### src/rtl/sb_pkg.sv
// rtl/sb_pkg.sv - shared types, widths and helpers for the register scoreboard
package sb_pkg;

  localparam int REG_IDX_W     = 5;
  localparam int CNT_W_DEFAULT = 2;
  localparam int PENDING_W     = 6;

  typedef logic [REG_IDX_W-1:0] reg_idx_t;

  // x0 is hardwired zero, so it is never tracked as a producer or consumer
  function automatic logic is_zero_reg(input reg_idx_t idx);
    return idx == '0;
  endfunction

endpackage

### src/rtl/sb_counter.sv
// rtl/sb_counter.sv - single-register saturating up/down outstanding-write counter
module sb_counter
  import sb_pkg::*;
#(
  parameter int CNT_W = CNT_W_DEFAULT
) (
  input  logic             clk,
  input  logic             rst,
  input  logic             clr,
  input  logic             inc,
  input  logic             dec,
  output logic [CNT_W-1:0] cnt
);

  localparam logic [CNT_W-1:0] CNT_MAX = '1;

  // Clear wins; simultaneous inc and dec cancel; never wrap in either direction
  always_ff @(posedge clk) begin
    if (rst || clr) begin
      cnt <= '0;
    end else if (inc && !dec && cnt != CNT_MAX) begin
      cnt <= cnt + CNT_W'(1);
    end else if (dec && !inc && cnt != '0) begin
      cnt <= cnt - CNT_W'(1);
    end
  end

endmodule

### src/rtl/reg_scoreboard.sv
// rtl/reg_scoreboard.sv - decode-stage RAW scoreboard; optional SB_WB_BYPASS_EN write-first bypass
module reg_scoreboard
  import sb_pkg::*;
#(
  parameter int NUM_REGS = 32,
  parameter int CNT_W    = CNT_W_DEFAULT
) (
  input  logic                 clk,
  input  logic                 rst,
  input  logic                 iss_valid,
  input  logic                 iss_we,
  input  logic [4:0]           iss_rd,
  input  logic [4:0]           iss_rs1,
  input  logic [4:0]           iss_rs2,
  input  logic                 wb_valid,
  input  logic [4:0]           wb_rd,
  input  logic                 flush,
  output logic                 stall,
  output logic                 iss_fire,
  output logic [PENDING_W-1:0] pending_cnt,
  output logic                 sb_err
);

  localparam int NUM_SLOTS = 1 << REG_IDX_W;
  localparam logic [CNT_W-1:0] CNT_MAX = '1;
  localparam logic [CNT_W-1:0] CNT_ONE = CNT_W'(1);
  localparam logic [PENDING_W-1:0] PEND_MAX = '1;

  // Indexed by the full 5-bit register index; untracked slots read as zero
  logic [CNT_W-1:0] cnt_arr [NUM_SLOTS];

  logic rs1_busy;
  logic rs2_busy;
  logic rd_sat;
  logic inc_any;
  logic dec_any;
  logic wb_orphan;

  assign cnt_arr[0] = '0;

  for (genvar r = 1; r < NUM_REGS; r++) begin : g_reg
    logic hit_iss;
    logic hit_wb;

    assign hit_iss = inc_any && (iss_rd == REG_IDX_W'(r));
    assign hit_wb  = dec_any && (wb_rd == REG_IDX_W'(r));

    sb_counter #(.CNT_W(CNT_W)) u_cnt (
      .clk (clk),
      .rst (rst),
      .clr (flush),
      .inc (hit_iss),
      .dec (hit_wb),
      .cnt (cnt_arr[r])
    );
  end

  for (genvar r = NUM_REGS; r < NUM_SLOTS; r++) begin : g_unused
    assign cnt_arr[r] = '0;
  end

  // Zero-latency hazard check against the current pending state
  always_comb begin
    rs1_busy  = !is_zero_reg(iss_rs1) && (cnt_arr[iss_rs1] != '0);
    rs2_busy  = !is_zero_reg(iss_rs2) && (cnt_arr[iss_rs2] != '0);
`ifdef SB_WB_BYPASS_EN
    // The last outstanding write retiring this cycle is visible to readers now
    if (wb_valid && wb_rd == iss_rs1 && cnt_arr[iss_rs1] == CNT_ONE) rs1_busy = 1'b0;
    if (wb_valid && wb_rd == iss_rs2 && cnt_arr[iss_rs2] == CNT_ONE) rs2_busy = 1'b0;
`endif
    rd_sat    = iss_we && !is_zero_reg(iss_rd) && (cnt_arr[iss_rd] == CNT_MAX);
    stall     = iss_valid && (rs1_busy || rs2_busy || rd_sat);
    iss_fire  = iss_valid && !stall && !flush;
    inc_any   = iss_fire && iss_we && !is_zero_reg(iss_rd) && (32'(iss_rd) < NUM_REGS);
    dec_any   = wb_valid && !is_zero_reg(wb_rd) && (cnt_arr[wb_rd] != '0);
    wb_orphan = wb_valid && !is_zero_reg(wb_rd) && (cnt_arr[wb_rd] == '0);
  end

  // Running total of in-flight writes; at most one issue and one retire per cycle
  always_ff @(posedge clk) begin
    if (rst || flush) begin
      pending_cnt <= '0;
    end else if (inc_any && !dec_any && pending_cnt != PEND_MAX) begin
      pending_cnt <= pending_cnt + PENDING_W'(1);
    end else if (dec_any && !inc_any && pending_cnt != '0) begin
      pending_cnt <= pending_cnt - PENDING_W'(1);
    end
  end

  // A retire with nothing outstanding means issue/writeback have lost sync
  always_ff @(posedge clk) begin
    if (rst) begin
      sb_err <= 1'b0;
    end else if (wb_orphan && !flush) begin
      sb_err <= 1'b1;
    end
  end

endmodule

### config.mk
export PLATFORM = sky130hd
export DESIGN_NAME = reg_scoreboard
export DESIGN_NICKNAME = d
export VERILOG_FILES = /design/src/rtl/sb_pkg.sv /design/src/rtl/sb_counter.sv /design/src/rtl/reg_scoreboard.sv
export SDC_FILE = /design/constraint.sdc
export NUM_CORES = 1
export LEC_CHECK = 0
export BUFFER_PORTS_ARGS = -buffer_cell sky130_fd_sc_hd__buf_2
export CORE_MARGIN = 5
export CORE_UTILIZATION = 32
export CTS_CLUSTER_SIZE = 10
export DETAILED_ROUTE_END_ITERATION = 6
export MAX_ROUTING_LAYER = met4
export PLACE_DENSITY_LB_ADDON = 0.25
export SLEW_MARGIN = 20
export SYNTH_ARGS = -nofsm -noshare
export SYNTH_HDL_FRONTEND = slang
export SYNTH_HIERARCHICAL = 1
export SYNTH_SLANG_ARGS = --single-unit
### constraint.sdc
create_clock -name clk -period 5.7 [get_ports clk]
set_input_delay 0.285 -clock clk [delete_from_list [all_inputs] [get_ports clk]]
set_output_delay 0.285 -clock clk [all_outputs]
set_load 0.02 [all_outputs]
==> Word level (Yosys, flattened, before mapping) <==
Index checks and enable logic that the tools add are counted.
{ "word_totals": {"reg_bits": 69, "latchBits": 0, "ram_bits": 0, "mem_bits_ro": 0, "inputBits": 26, "output_inout_bits": 9, "elab_cells": 624, "n_memories": 0} }
{ "classes": {"add_sub_neg": 64, "mul": 0, "div": 0, "n_lt_le_gt_ge": 4, "eq_ne": 95, "shifts": 0, "n_mux": 76, "bitwise": 4, "n_reduce_logical": 348} }
{ "op_table": {"columns": ["op", "count"], "rows": [
  ["1-bit logical AND", 203],
  ["5-bit equality test, second input constant", 32],
  ["2-bit two-way mux", 70],
  ["2-bit nonzero test", 66],
  ["5-bit by 4-bit equality test with 1-bit output, second input constant", 16],
  ["1-bit logical NOT", 70],
  ["2-bit by 1-bit adder with 2-bit output, second input constant", 31],
  ["2-bit inequality test, second input constant", 31],
  ["2-bit by 1-bit subtractor with 2-bit output, second input constant", 31],
  ["2-bit binary-select mux with 5-bit select", 4],
  ["5-bit by 3-bit equality test with 1-bit output, second input constant", 8],
  ["6-bit greater-or-equal comparator, second input constant", 4],
  ["5-bit inverter with 6-bit output", 4],
  ["5-bit by 2-bit equality test with 1-bit output, second input constant", 4],
  ["5-bit logical NOT", 4],
  ["6-bit two-way mux", 2],
  ["5-bit by 1-bit equality test with 1-bit output, second input constant", 2],
  ["6-bit by 1-bit adder with 6-bit output, second input constant", 1],
  ["6-bit inequality test, second input constant", 1],
  ["6-bit nonzero test", 1],
  ["6-bit by 1-bit subtractor with 6-bit output, second input constant", 1],
  ["1-bit logical OR", 3],
  ["2-bit equality test, second input constant", 1],
  ["2-bit logical NOT", 1]
]} }

==> Depth between registers and ports, before layout <==
{ "depth": {"word_depth": 20, "depth_mapped": 19} }

==> Cells and area by module <==
The synthesis kept the hierarchy.
{ "by_module_without_submodules": {"columns": ["mod", "n_inst", "cells_per_inst", "area_per_inst_um2", "seq_area_each_um2"], "rows": [
  ["sb_counter", 31, 12, 113.9, 40.0],
  ["reg_scoreboard", 1, 369, 2546.2, 140.1]
]} }

==> Worst setup path after synthesis <==
No wires, ideal clock.
{ "synth_timing": {"path_kind": "input port to flip-flop", "start": "input port iss_rd[3]", "end": "register pending_cnt[5]", "arrival_time_ns": 3.372, "setup_slack_ns": 2.256, "stages": 17, "path_cell_list": "buf_2 -> clkbuf_1 -> a2111oi_0 -> nor4_1 -> a211o_1 -> nor4bb_1 -> buf_6 -> nand2_1 -> ha_1 -> a21o_1 -> a21oi_1 -> nor2b_1 -> o21ai_0 -> nand2b_1 -> and3_1 -> mux2i_1 -> mux2i_1"} }
{ "synth_between": {"elab_chain_cells": 17, "word_cells_on_any_way": 23, "classes_between": "eq/ne (1); mux (4); bitwise (1); reduce/logical (17)"} }
{ "synth_rtl": {"columns": ["item", "line_no", "rtl"], "rows": [
  ["from (decl)", "reg_scoreboard.sv:12", "input logic [4:0] iss_rd,"],
  ["5-bit inverter with 6-bit output (not written as such)", "reg_scoreboard.sv:71", "rd_sat = iss_we && !is_zero_reg(iss_rd) && (cnt_arr[iss_rd] == CNT_MAX);"],
  ["2-bit binary-select mux with 5-bit select", "reg_scoreboard.sv:71", null],
  ["2-bit two-way mux (not written as such) (2 in a row)", "reg_scoreboard.sv:71", null],
  ["2-bit equality test", "reg_scoreboard.sv:71", null],
  ["1-bit logical AND", "reg_scoreboard.sv:71", null],
  ["1-bit logical OR", "reg_scoreboard.sv:72", "stall = iss_valid && (rs1_busy || rs2_busy || rd_sat);"],
  ["1-bit logical AND", "reg_scoreboard.sv:72", null],
  ["1-bit logical NOT", "reg_scoreboard.sv:73", "iss_fire = iss_valid && !stall && !flush;"],
  ["1-bit logical AND (2 in a row)", "reg_scoreboard.sv:73", null],
  ["1-bit logical AND", "reg_scoreboard.sv:74", "inc_any = iss_fire && iss_we && !is_zero_reg(iss_rd) && (32'(iss_rd) < NUM_REGS);"],
  ["1-bit logical AND *", "reg_scoreboard.sv:74", null],
  ["1-bit logical NOT", "reg_scoreboard.sv:85", "end else if (dec_any && !inc_any && pending_cnt != '0) begin"],
  ["1-bit logical AND (2 in a row)", "reg_scoreboard.sv:85", null],
  ["2-bit nonzero test (no source line)", null, null],
  ["to (signal assigned)", "reg_scoreboard.sv:84", "pending_cnt <= pending_cnt + PENDING_W'(1);"],
  ["to (signal assigned)", "reg_scoreboard.sv:86", "pending_cnt <= pending_cnt - PENDING_W'(1);"],
  ["to (decl)", "reg_scoreboard.sv:20", "output logic [PENDING_W-1:0] pending_cnt,"]
]} }
Every way passes the cells marked *; elsewhere a longest branch is shown, timed or not. The select of a mux whose other input is x is not followed.
A chain may end at the register's enable or synchronous reset.

==> Worst setup path after layout <==
{ "layout_timing": {"start": "register g_reg[14].u_cnt.cnt[0]", "end": "register pending_cnt[5]"} }
{ "layout_between": {"elab_chain_cells": 17, "word_cells_on_any_way": 36, "classes_between": "eq/ne (1); mux (13); reduce/logical (22)"} }
{ "layout_rtl": {"columns": ["item", "line_no", "rtl"], "rows": [
  ["from (decl)", "sb_counter.sv:12", "output logic [CNT_W-1:0] cnt"],
  ["from (signal assigned)", "sb_counter.sv:22", "cnt <= cnt + CNT_W'(1);"],
  ["from (signal assigned)", "sb_counter.sv:24", "cnt <= cnt - CNT_W'(1);"],
  ["2-bit binary-select mux with 5-bit select, on equally long branches", "reg_scoreboard.sv:64, reg_scoreboard.sv:65", null],
  ["2-bit two-way mux, on equally long branches (2 in a row)", "reg_scoreboard.sv:64, reg_scoreboard.sv:65", null],
  ["2-bit nonzero test, on equally long branches", "reg_scoreboard.sv:64, reg_scoreboard.sv:65", null],
  ["1-bit logical AND, on equally long branches", "reg_scoreboard.sv:64, reg_scoreboard.sv:65", null],
  ["1-bit logical OR (2 in a row)", "reg_scoreboard.sv:72", null],
  ["1-bit logical AND", "reg_scoreboard.sv:72", null],
  ["1-bit logical NOT", "reg_scoreboard.sv:73", null],
  ["1-bit logical AND (2 in a row)", "reg_scoreboard.sv:73", null],
  ["1-bit logical AND (2 in a row)", "reg_scoreboard.sv:74", null],
  ["1-bit logical NOT", "reg_scoreboard.sv:85", null],
  ["1-bit logical AND (2 in a row)", "reg_scoreboard.sv:85", null],
  ["2-bit nonzero test (no source line)", null, null]
]} }
Parallel ways exist; a longest one is shown, timed or not. The select of a mux whose other input is x is not followed.

==> flow_metrics.env <==
export IMPL_ios=35
export IMPL_portBuffers=34
export IMPL_synthFlopType="dfxtp_1"
export IMPL_busiest_layer="met2"
export IMPL_crit_family="simple AND/OR/NAND/NOR gates"
export IMPL_design_area_um2=6770
export IMPL_crit_top_cell="mux2i_1"
export IMPL_rows=50
export IMPL_grtUsageMet3_pct=4.38
export IMPL_gp_congestion=0.962
export IMPL_fmax_ghz=0.247
export IMPL_p_comb_share_pct=12.5
export IMPL_drive_gt1_share_pct=18.3
export IMPL_fin_tns_setup_ns=0
export IMPL_ant_nets=0
export IMPL_crit_fanout=8
export IMPL_postCtsResizedCells=0
export IMPL_rsz0062_at_grt="no"
export IMPL_num_nets_final=792
export IMPL_p_int_mw=0.937
export IMPL_track_usage_pct=18.5
export IMPL_p_per_area_nw_per_um2=188
export IMPL_r2r_end="pending_cnt[5]"
export IMPL_period_needed_ns=4.05
export IMPL_cts_made_buffers=9
export IMPL_p_leak_nw=2.15
export IMPL_power_share_clock_pct=49.3
export IMPL_ys_warnings_count=6
export IMPL_fin_crit_sh_pct=71.1
export IMPL_synth_edf_count=0
export IMPL_cts_clk_slew_worst_paths_ns=0.06
export IMPL_grt_max_degree=45
export IMPL_tightest_slew_ns=0.773
export IMPL_startpoint_type="flip-flop"
export IMPL_multi_input_area_um2=4530
export IMPL_die_height_um=148
export IMPL_slew_violations=0
export IMPL_endpoint_kind="flip-flop"
export IMPL_area_delta_synth_final_pct=11.4
export IMPL_crit_cells=17
export IMPL_routed_wl_um=19400
export IMPL_core_area_um2=18700
export IMPL_crit_chain="nor2_1, mux4_2, o221ai_1, o211a_1, nor3_1, nor4bb_2, buf_4, nand2_1, ha_1, a21o_1, a21oi_1, nor2b_1, o21ai_0, nand2b_1, and3_1, mux2i_1, mux2i_1"
export IMPL_clock_root_buffer="clkbuf_16"
export IMPL_dr_total_vias=5972
export IMPL_die_area_um2=21800
export IMPL_async_flop_share_pct=0
export IMPL_final_util_pct=36.2
export IMPL_cts_hold_buf=0
export IMPL_r2r_setup_slack_ns=1.65
export IMPL_fp_dieW_um=148
export IMPL_antenna_found_initial=2
export IMPL_yosys_register_bits=69
export IMPL_crit_path_end="pending_cnt[5]"
export IMPL_syn_nets=772
export IMPL_slowest_stage="nor4bb_2"
export IMPL_rr_startpoint="g_reg[14].u_cnt/cnt[0]"
export IMPL_hold_viol=0
export IMPL_drc=0
export IMPL_fillers=1962
export IMPL_criticalPathCategory="flip-flop to flip-flop"
export IMPL_slew_headroom_pct=48.0
export IMPL_seq_area_frac_synth_pct=22.7
export IMPL_htreeDepth=3
export IMPL_setup_viol=0
export IMPL_syn_inst=741
export IMPL_grt_overflow_total=0
export IMPL_r2r_cells=17
export IMPL_use_met1_pct=25.2
export IMPL_clk_latency_ns=0.35
export IMPL_clock_tree_buffer_depth=2
export IMPL_wire_per_inst_um=19.3
export IMPL_hpwlAfterDp_um=13900
export IMPL_outcome="complete, no violations"
export IMPL_met2_usage_pct=27.3
export IMPL_slowest_delay_ns=0.39
export IMPL_start_util_pct=32.5
export IMPL_synth_distinct_cells=71
export IMPL_clock_sinks=69
export IMPL_drv_cap=0
export IMPL_placed_area_um2=6440
export IMPL_critPathRequiredTime_ns=5.98
export IMPL_grt_pass1_wl_um=31400
export IMPL_path_buf_inv=1
export IMPL_grt_pass1_vias=5634
export IMPL_clock_skew_ns=0.00962
export IMPL_cts_tree="done"
export IMPL_startpoint="g_reg[14].u_cnt/cnt[0]"
export IMPL_drtIter0Drc=358
export IMPL_post_cts_buffers=0
export IMPL_seq_power_share_pct=38.2
export IMPL_vdd_drop_max_mv=0.139
export IMPL_drt_pass1_iterations=5
export IMPL_power_switching_mw=0.335
export IMPL_worst_hold_path_type="input pin to flip-flop"
export IMPL_sw_frac_of_total_pct=26.3
export IMPL_via_per_inst=5.96
export IMPL_synth_area_um2=6080
export IMPL_regArea_um2=1380
export IMPL_worstPathArrival_ns=4.33
export IMPL_avgSynthCellArea_um2=8.20
==> power groups by stage <==
stage               clock network (mW)  registers, mW  logic [mW]
global placement                     0          0.497       0.158
floorplan                            0          0.498      0.0887
finish                           0.627          0.486       0.159
CTS                              0.645          0.486       0.157
global route                     0.663          0.486       0.171
detailed placement                   0          0.497       0.156
==> layout make-up <==
cell class	count	share of cell area (%)
well taps	234	4.32
repair buffers	38	3.03
multi-input cells	635	66.9
flip-flops and latches	69	20.4
clock inverters	3	0.998
diodes	2	0.0739
clock buffers	13	3.84
inverters	8	0.444
==> worst min path at each step <==
stage | from | end | cells after the start
global route | wb_valid | sb_err | 5
floorplan | rst | g_reg[10].u_cnt/cnt[0] | 1
global placement | sb_err | sb_err | 2
finish | wb_valid | sb_err | 5
detailed placement | sb_err | sb_err | 2
CTS | wb_valid | sb_err | 5
==> per-layer routing <==
layer	up-vias	share of wire, %
li1	2896	-
met1	2843	47
met2	199	44
met3	34	6.9
met4	0	2.3
met5	-	0
==> cell families after synthesis <==
logic type / count (synthesis) / synth area share, %
AOI/OAI and AO/OA: 195 / 25.1
xor gates and xnor gates: 3 / 0.433
adders and majority gates: 5 / 1.15
buffers and inverters: 37 / 2.84
DFF: 69 / 22.7
muxes: 28 / 8.26
and+or+nand+nor: 404 / 39.4
==> worst register-to-register path, cell delays in order, from the launching register on <==
cell      delay (ns)
dfxtp_1         0.35
nor2_1          0.33
mux4_2          0.31
o221ai_1        0.14
o211a_1         0.14
nor3_1          0.35
nor4bb_2        0.39
buf_4           0.23
nand2_1         0.18
ha_1            0.31
a21o_1          0.18
a21oi_1         0.25
nor2b_1         0.08
o21ai_0         0.15
nand2b_1        0.08
and3_1          0.17
mux2i_1         0.17
mux2i_1         0.19
==> stage by stage <==
step	hold slack, ns	total power, mW	worst slack [ns]	cells
global route	0.408	1.32	1.29	1002
detailed placement	0.485	0.653	1.52	984
finish	0.365	1.27	1.65	1002
global placement	0.480	0.654	1.53	984
floorplan	0.354	0.587	2.26	741
CTS	0.356	1.29	1.65	1000
==> placed cells by master (no fill, tap or decap), types with 32 or more instances in the layout <==
cell / n
buf_2: 32
nor3_1: 67
o21ai_1: 35
nor2_1: 62
nand2_1: 60
and3b_1: 34
dfxtp_1: 69
a211oi_1: 34
a2111oi_2: 32
o21ai_0: 41
==> flip-flops by register name (all words and copies together), names as in the netlist <==
name         cells
g.u_cnt/cnt     62
pending_cnt      6
sb_err           1
==> cell usage after synthesis (18+ instances only) <==
cell type | number | area share (%)
a2111oi_2 | 32 | 7.9
a211oi_1 | 34 | 4.2
and2b_1 | 31 | 3.8
and3b_1 | 34 | 4.9
dfxtp_1 | 69 | 23
nand2_1 | 60 | 3.7
nand3_1 | 19 | 1.6
nor2_1 | 62 | 3.8
nor3_1 | 67 | 5.5
nor4_1 | 18 | 1.9
o21ai_0 | 41 | 3.4
o21ai_1 | 35 | 2.9
or2b_1 | 31 | 3.8
or2b_2 | 31 | 4.5
Note: power is estimated with default switching activity, not from simulation.
